--- src/rtl/mastermind_pkg.sv ---
// Shared types and width helpers for the Mastermind scorer.
package mastermind_pkg;

    typedef enum logic [1:0] {IDLE, RED, WHITE, DONE} state_e;

    function automatic int unsigned cnt_width(input int unsigned n_pegs);
        return $clog2(n_pegs + 1);
    endfunction

    function automatic int unsigned gc_width(input int unsigned max_guesses);
        return $clog2(max_guesses + 1);
    endfunction

    // One counter walks both the peg pass and the colour pass, so it must cover the wider one.
    function automatic int unsigned idx_width(input int unsigned n_pegs, input int unsigned color_w);
        int unsigned peg_w;
        peg_w = (n_pegs > 1) ? $clog2(n_pegs) : 1;
        return (peg_w > color_w) ? peg_w : color_w;
    endfunction

endpackage

--- src/rtl/mm_color_hist.sv ---
// Per-colour occurrence counters for the unmatched code and guess pegs, read back as a
// per-colour minimum.
module mm_color_hist #(
    parameter int unsigned  COLOR_W    = 3,
    parameter int unsigned  CNT_W      = 3,
    localparam int unsigned NUM_COLORS = 2 ** COLOR_W
) (
    input  logic               clk,
    input  logic               resetn,
    input  logic               clr_i,
    input  logic               code_inc_i,
    input  logic [COLOR_W-1:0] code_col_i,
    input  logic               guess_inc_i,
    input  logic [COLOR_W-1:0] guess_col_i,
    input  logic [COLOR_W-1:0] rd_idx_i,
    output logic [CNT_W-1:0]   min_o
);

    logic [CNT_W-1:0] code_cnt_q  [NUM_COLORS];
    logic [CNT_W-1:0] code_cnt_d  [NUM_COLORS];
    logic [CNT_W-1:0] guess_cnt_q [NUM_COLORS];
    logic [CNT_W-1:0] guess_cnt_d [NUM_COLORS];

    always_comb begin
        for (int c = 0; c < NUM_COLORS; c++) begin
            code_cnt_d[c]  = code_cnt_q[c];
            guess_cnt_d[c] = guess_cnt_q[c];
        end
        if (clr_i) begin
            for (int c = 0; c < NUM_COLORS; c++) begin
                code_cnt_d[c]  = '0;
                guess_cnt_d[c] = '0;
            end
        end else begin
            if (code_inc_i) begin
                code_cnt_d[code_col_i] = code_cnt_q[code_col_i] + CNT_W'(1);
            end
            if (guess_inc_i) begin
                guess_cnt_d[guess_col_i] = guess_cnt_q[guess_col_i] + CNT_W'(1);
            end
        end
    end

    always_ff @(posedge clk or negedge resetn) begin
        if (!resetn) begin
            for (int c = 0; c < NUM_COLORS; c++) begin
                code_cnt_q[c]  <= '0;
                guess_cnt_q[c] <= '0;
            end
        end else begin
            for (int c = 0; c < NUM_COLORS; c++) begin
                code_cnt_q[c]  <= code_cnt_d[c];
                guess_cnt_q[c] <= guess_cnt_d[c];
            end
        end
    end

    assign min_o = (code_cnt_q[rd_idx_i] < guess_cnt_q[rd_idx_i]) ? code_cnt_q[rd_idx_i]
                                                                  : guess_cnt_q[rd_idx_i];

endmodule

--- src/rtl/mastermind_scorer.sv ---
// Sequential Mastermind scorer: exact-match pass over pegs, then a histogram pass over colours.
// Define MM_GUESS_LIMIT_EN to end the game with lose after MAX_GUESSES non-winning guesses.
module mastermind_scorer
    import mastermind_pkg::*;
#(
    parameter int unsigned  N_PEGS      = 4,
    parameter int unsigned  COLOR_W     = 3,
    parameter int unsigned  MAX_GUESSES = 8,
    localparam int unsigned NUM_COLORS  = 2 ** COLOR_W,
    localparam int unsigned CNT_W       = cnt_width(N_PEGS),
    localparam int unsigned GC_W        = gc_width(MAX_GUESSES),
    localparam int unsigned IDX_W       = idx_width(N_PEGS, COLOR_W)
) (
    input  logic                        clk,
    input  logic                        resetn,
    input  logic                        new_game,
    input  logic                        code_load,
    input  logic [N_PEGS*COLOR_W-1:0]   code_in,
    input  logic                        start,
    input  logic [N_PEGS*COLOR_W-1:0]   guess_in,
    output logic                        ready,
    output logic                        result_valid,
    output logic [CNT_W-1:0]            red,
    output logic [CNT_W-1:0]            white,
    output logic [GC_W-1:0]             guess_count,
    output logic                        win,
    output logic                        lose
);

    state_e                      state_q, state_d;
    logic [IDX_W-1:0]            idx_q, idx_d;
    logic [N_PEGS*COLOR_W-1:0]   code_q, code_d, guess_q, guess_d;
    logic [CNT_W-1:0]            red_acc_q, red_acc_d, white_acc_q, white_acc_d;
    logic [CNT_W-1:0]            red_q, red_d, white_q, white_d;
    logic [GC_W-1:0]             gc_q, gc_d;
    logic                        win_q, win_d, lose_q, lose_d, rv_q, rv_d;
    logic                        accept, hist_clr, hist_inc;
    logic [COLOR_W-1:0]          code_peg, guess_peg;
    logic [CNT_W-1:0]            hist_min;

    assign ready  = (state_q == IDLE) && !win_q && !lose_q;
    assign accept = start && ready && !new_game;

    always_comb begin
        code_peg  = '0;
        guess_peg = '0;
        for (int p = 0; p < N_PEGS; p++) begin
            if (idx_q == IDX_W'(p)) begin
                code_peg  = code_q[p*COLOR_W +: COLOR_W];
                guess_peg = guess_q[p*COLOR_W +: COLOR_W];
            end
        end
    end

    mm_color_hist #(
        .COLOR_W (COLOR_W),
        .CNT_W   (CNT_W)
    ) u_hist (
        .clk         (clk),
        .resetn      (resetn),
        .clr_i       (hist_clr),
        .code_inc_i  (hist_inc),
        .code_col_i  (code_peg),
        .guess_inc_i (hist_inc),
        .guess_col_i (guess_peg),
        .rd_idx_i    (idx_q[COLOR_W-1:0]),
        .min_o       (hist_min)
    );

    always_comb begin
        state_d     = state_q;
        idx_d       = idx_q;
        code_d      = code_q;
        guess_d     = guess_q;
        red_acc_d   = red_acc_q;
        white_acc_d = white_acc_q;
        red_d       = red_q;
        white_d     = white_q;
        gc_d        = gc_q;
        win_d       = win_q;
        lose_d      = lose_q;
        rv_d        = 1'b0;
        hist_clr    = 1'b0;
        hist_inc    = 1'b0;

        if (new_game) begin
            state_d = IDLE;
            idx_d   = '0;
            red_d   = '0;
            white_d = '0;
            gc_d    = '0;
            win_d   = 1'b0;
            lose_d  = 1'b0;
        end else begin
            unique case (state_q)
                IDLE: begin
                    if (code_load) begin
                        code_d = code_in;
                    end
                    if (accept) begin
                        guess_d     = guess_in;
                        hist_clr    = 1'b1;
                        red_acc_d   = '0;
                        white_acc_d = '0;
                        idx_d       = '0;
                        state_d     = RED;
                    end
                end
                RED: begin
                    if (code_peg == guess_peg) begin
                        red_acc_d = red_acc_q + CNT_W'(1);
                    end else begin
                        hist_inc = 1'b1;
                    end
                    if (idx_q == IDX_W'(N_PEGS - 1)) begin
                        idx_d   = '0;
                        state_d = WHITE;
                    end else begin
                        idx_d = idx_q + IDX_W'(1);
                    end
                end
                WHITE: begin
                    white_acc_d = white_acc_q + hist_min;
                    if (idx_q == IDX_W'(NUM_COLORS - 1)) begin
                        idx_d   = '0;
                        state_d = DONE;
                    end else begin
                        idx_d = idx_q + IDX_W'(1);
                    end
                end
                DONE: begin
                    red_d   = red_acc_q;
                    white_d = white_acc_q;
                    rv_d    = 1'b1;
                    if (gc_q != {GC_W{1'b1}}) begin
                        gc_d = gc_q + GC_W'(1);
                    end
                    if (red_acc_q == CNT_W'(N_PEGS)) begin
                        win_d = 1'b1;
                    end
`ifdef MM_GUESS_LIMIT_EN
                    else if (gc_d == GC_W'(MAX_GUESSES)) begin
                        lose_d = 1'b1;
                    end
`endif
                    state_d = IDLE;
                end
                default: state_d = IDLE;
            endcase
        end
    end

    always_ff @(posedge clk or negedge resetn) begin
        if (!resetn) begin
            state_q     <= IDLE;
            idx_q       <= '0;
            code_q      <= '0;
            guess_q     <= '0;
            red_acc_q   <= '0;
            white_acc_q <= '0;
            red_q       <= '0;
            white_q     <= '0;
            gc_q        <= '0;
            win_q       <= 1'b0;
            lose_q      <= 1'b0;
            rv_q        <= 1'b0;
        end else begin
            state_q     <= state_d;
            idx_q       <= idx_d;
            code_q      <= code_d;
            guess_q     <= guess_d;
            red_acc_q   <= red_acc_d;
            white_acc_q <= white_acc_d;
            red_q       <= red_d;
            white_q     <= white_d;
            gc_q        <= gc_d;
            win_q       <= win_d;
            lose_q      <= lose_d;
            rv_q        <= rv_d;
        end
    end

    assign result_valid = rv_q;
    assign red          = red_q;
    assign white        = white_q;
    assign guess_count  = gc_q;
    assign win          = win_q;
    assign lose         = lose_q;

endmodule

--- config.mk ---
export PLATFORM = sky130hd
export DESIGN_NAME = mastermind_scorer
export DESIGN_NICKNAME = d
export VERILOG_FILES = /design/src/rtl/mastermind_pkg.sv /design/src/rtl/mm_color_hist.sv /design/src/rtl/mastermind_scorer.sv
export SDC_FILE = /design/constraint.sdc
export NUM_CORES = 1
export LEC_CHECK = 0
export CAP_MARGIN = 40
export CORE_UTILIZATION = 59
export DETAILED_ROUTE_END_ITERATION = 7
export GPL_TIMING_DRIVEN = 0
export HOLD_SLACK_MARGIN = 0.05
export PLACE_DENSITY = 0.86
export REMOVE_ABC_BUFFERS = 1
export SLEW_MARGIN = 25
export SYNTH_ARGS = -nofsm -noshare
export SYNTH_HDL_FRONTEND = slang
export SYNTH_SLANG_ARGS = --single-unit
--- constraint.sdc ---
create_clock -name clk -period 5.55 [get_ports clk]
set_clock_uncertainty 0.15 [all_clocks]
set_input_delay 0.555 -clock clk [delete_from_list [all_inputs] [get_ports clk]]
set_output_delay 0.555 -clock clk [all_outputs]
set_load 0.01 [all_outputs]
==> run summary <==
mux cell area share after synthesis = 0.163
remaining antenna violation count = 0
H-tree depth = 3
Total Neg Setup Slack = 0 ps
largest family of logic cells by synthesized area = simple AND/OR/NAND/NOR gates
I/O pin cnt = 43
Setup crit start kind = flip-flop
Crit Path Class = flip-flop to flip-flop
Fin. Hold Viols = 0
Post-Synth XOR/XNOR Area = 0.0146
Layout Nets = 655
CTS tree = yes
CP endpoint kind = flip-flop
worst skew pair latency = 370 ps
Die ar. = 10,300 µm²
Clock Pin Slew Worst Setup and Hold Paths = 90 ps
First DRT Iteration DRCs = 410
#FFs+latches synth = 95
commonest cells in the netlist = 120 x nand2_1, 95 x dfrtp_1, 46 x mux2i_1, 33 x nor2_1, 20 x a21oi_1
CTS buffer count = 9
drt first pass iters = 5
Vias = 4,737
FMAX = 199 MHz
Synth Area in Adders = 0.0443
max_cap viols = 0
PD cells = 495 nW/µm²
post-layout min period = 5030 ps
Synth cell types = 68
routed wire length = 14,000 µm
Slew @ Worst Pin = 705 ps
Post-synth ARST share = 1.00
gr usage total = 0.293
register area share after synthesis = 0.409
row count = 35
largest net degree at the start of global routing = 61
Main synth FF type = dfrtp_1
WP data required = 5600 ps
Max clock buf depth = 2
min-delay worst type = flip-flop to flip-flop
Synth Area per Inst = 10.0 µm²
Ant. Diodes = 0
Final Slew Violations = 0
post-CTS setup buffer count = 0
Placer Congestion = 0.909
mapped cell area = 5810 µm²
DR DRC count = 0
initial antenna violation count = 0
number of synthesized flops with an enable pin = 0
setup violators final = 0
Warnings, synthesis = 0
DR WL/cell = 18.9 µm
Vias/cell = 6.42
WP data arrival = 5080 ps
Total Power = 0.00325 W
Core ar. = 9370 µm²
vias in the first global route = 4,858
crit share post-route = 0.905
Chip Width = 101 µm
port bufs = 41
CTS root buf = clkbuf_8
Max IR drop VDD = 0.251 mV
CTS Sinks = 95
setup slack after layout = 525 ps
post-synthesis simple-gate area fraction = 0.193
gr ovfl total = 0
compound-cell area share of the yosys netlist = 0.134
Initial Utilization = 0.620
Synth top area share = 0.409
layout cells sized above 1 = 0.131
Area Growth Syn to Fin = 12.9%
count leader, synth = nand2_1
Synth Instances = 579
max_slew headroom = 0.517
RSZ-0062 raised after global routing = no
Die Ht = 101 µm
outcome = finished clean
CP max FO = 13
area leader, netlist = dfrtp_1
first-pass GRT wire length = 23,200 µm
pre-CTS setup slack = 569 ps
top cells by area, synth = dfrtp_1 41%, mux2i_1 7.9%, nand2_1 7.7%, mux4_2 5.0%, ha_1 4.1%
dpl hpwl = 9900 µm
static leakage = 2.87 nW
[layer usage]
metal | track usage | part of all wire | vias up
met3 | 0.0469 | 0.067 | 50
li1 | - | - | 2115
met5 | 0 | 0 | -
met1 | 0.370 | 0.41 | 2321
met2 | 0.496 | 0.49 | 251
met4 | 0.139 | 0.032 | 0
[cells in the final DEF, fill, tap and decap left out, types with 4 or more instances in the layout]
| cell | count |
|---|---|
| nor3_2 | 6 |
| o21ai_0 | 10 |
| ha_1 | 19 |
| a32o_1 | 9 |
| and2_1 | 5 |
| inv_1 | 14 |
| mux2_2 | 15 |
| o211ai_1 | 4 |
| o2bb2ai_1 | 4 |
| nor3_1 | 8 |
| mux2i_1 | 46 |
| a31oi_1 | 6 |
| clkdlybuf4s50_1 | 40 |
| nand4_1 | 6 |
| nor2b_1 | 11 |
| nand3_1 | 17 |
| dfrtp_1 | 95 |
| clkbuf_8 | 10 |
| nor2_1 | 32 |
| nand2_1 | 120 |
| a211o_1 | 4 |
| buf_6 | 6 |
| a21oi_1 | 20 |
| a22o_1 | 6 |
| nand3b_1 | 7 |
| xnor2_1 | 5 |
| nor2_2 | 4 |
| mux4_2 | 13 |
[cell families (layout without fill, tap and decap cells)]
group           count (synthesis)  in the layout
fa+ha+maj                      20             20
xor+xnor                        8              8
mux                            75             75
flops                          95             95
other cells                     1              1
compound gates                100            100
simple gates                  231            231
buf+inv                        49             79
[report_power, final]
group | switching (W) | internal (W)
combinational | 0.00104 | 0.000637
sequential | 0.000152 | 0.000873
clock | 0.000240 | 0.000306
[state kept, by name, summed over array words and instances (netlist names)]
register            count
guess_count             4
result_valid            1
code_q                 12
white                   3
u_hist.guess_cnt_q     24
idx_q                   3
guess_q                12
state_q                 2
win                     1
white_acc_q             3
u_hist.code_cnt_q      24
red                     3
red_acc_q               3
[final timing paths]
check / from / slack (ps) / to / depth (start not counted)
max: idx_q[0]$_DFFE_PN0P_ / 520 / u_hist.guess_cnt_q[11]$_DFFE_PN0P_ / 13
min: guess_q[4]$_DFFE_PN0P_ / 340 / guess_q[4]$_DFFE_PN0P_ / 2
max reg2reg: idx_q[0]$_DFFE_PN0P_ / 520 / u_hist.guess_cnt_q[11]$_DFFE_PN0P_ / 13
min reg2reg: guess_q[4]$_DFFE_PN0P_ / 340 / guess_q[4]$_DFFE_PN0P_ / 2
max in group asynchronous: resetn / 4130 / u_hist.code_cnt_q[7]$_DFFE_PN0P_ / 3
min in group asynchronous: resetn / 500 / u_hist.code_cnt_q[3]$_DFFE_PN0P_ / 2
[critical path: stages (launching register included)]
cell and delay (ps):
dfrtp_1 650, buf_8 230, ha_1 210, ha_1 540, or2_1 440, a211oi_4 90, a21oi_2 320, buf_6 230
mux4_1 580, mux2_2 300, ha_1 210, and2_1 150, mux2i_1 570, mux2i_1 190
[area by class of cell]
type                    count  area (µm²)
flip-flops and latches     95        2380
fillers                   707        2810
well taps                 129         161
repair buffers             50         541
inverters                  15        56.3
multi-input cells         435        3200
clock buffers              10         138
clock inverters             4        95.1
[per-stage QoR]
step / utilization / std cells / hold WS [ps] / instance area [µm²]
after floorplan: - / 545 / 109 / 5630
after global placement: 0.662 / 715 / 311 / 6200
after detailed placement: 0.669 / 719 / 321 / 6270
after CTS: 0.695 / 734 / 341 / 6510
after global routing: 0.701 / 738 / 374 / 6570
final: 0.701 / 738 / 342 / 6570
[timing repair]
item	CTS	global route
resized for setup	0	0
hold buffers	1	0
hold endpoints to repair	35	0
(Power assumes the default switching activity.)
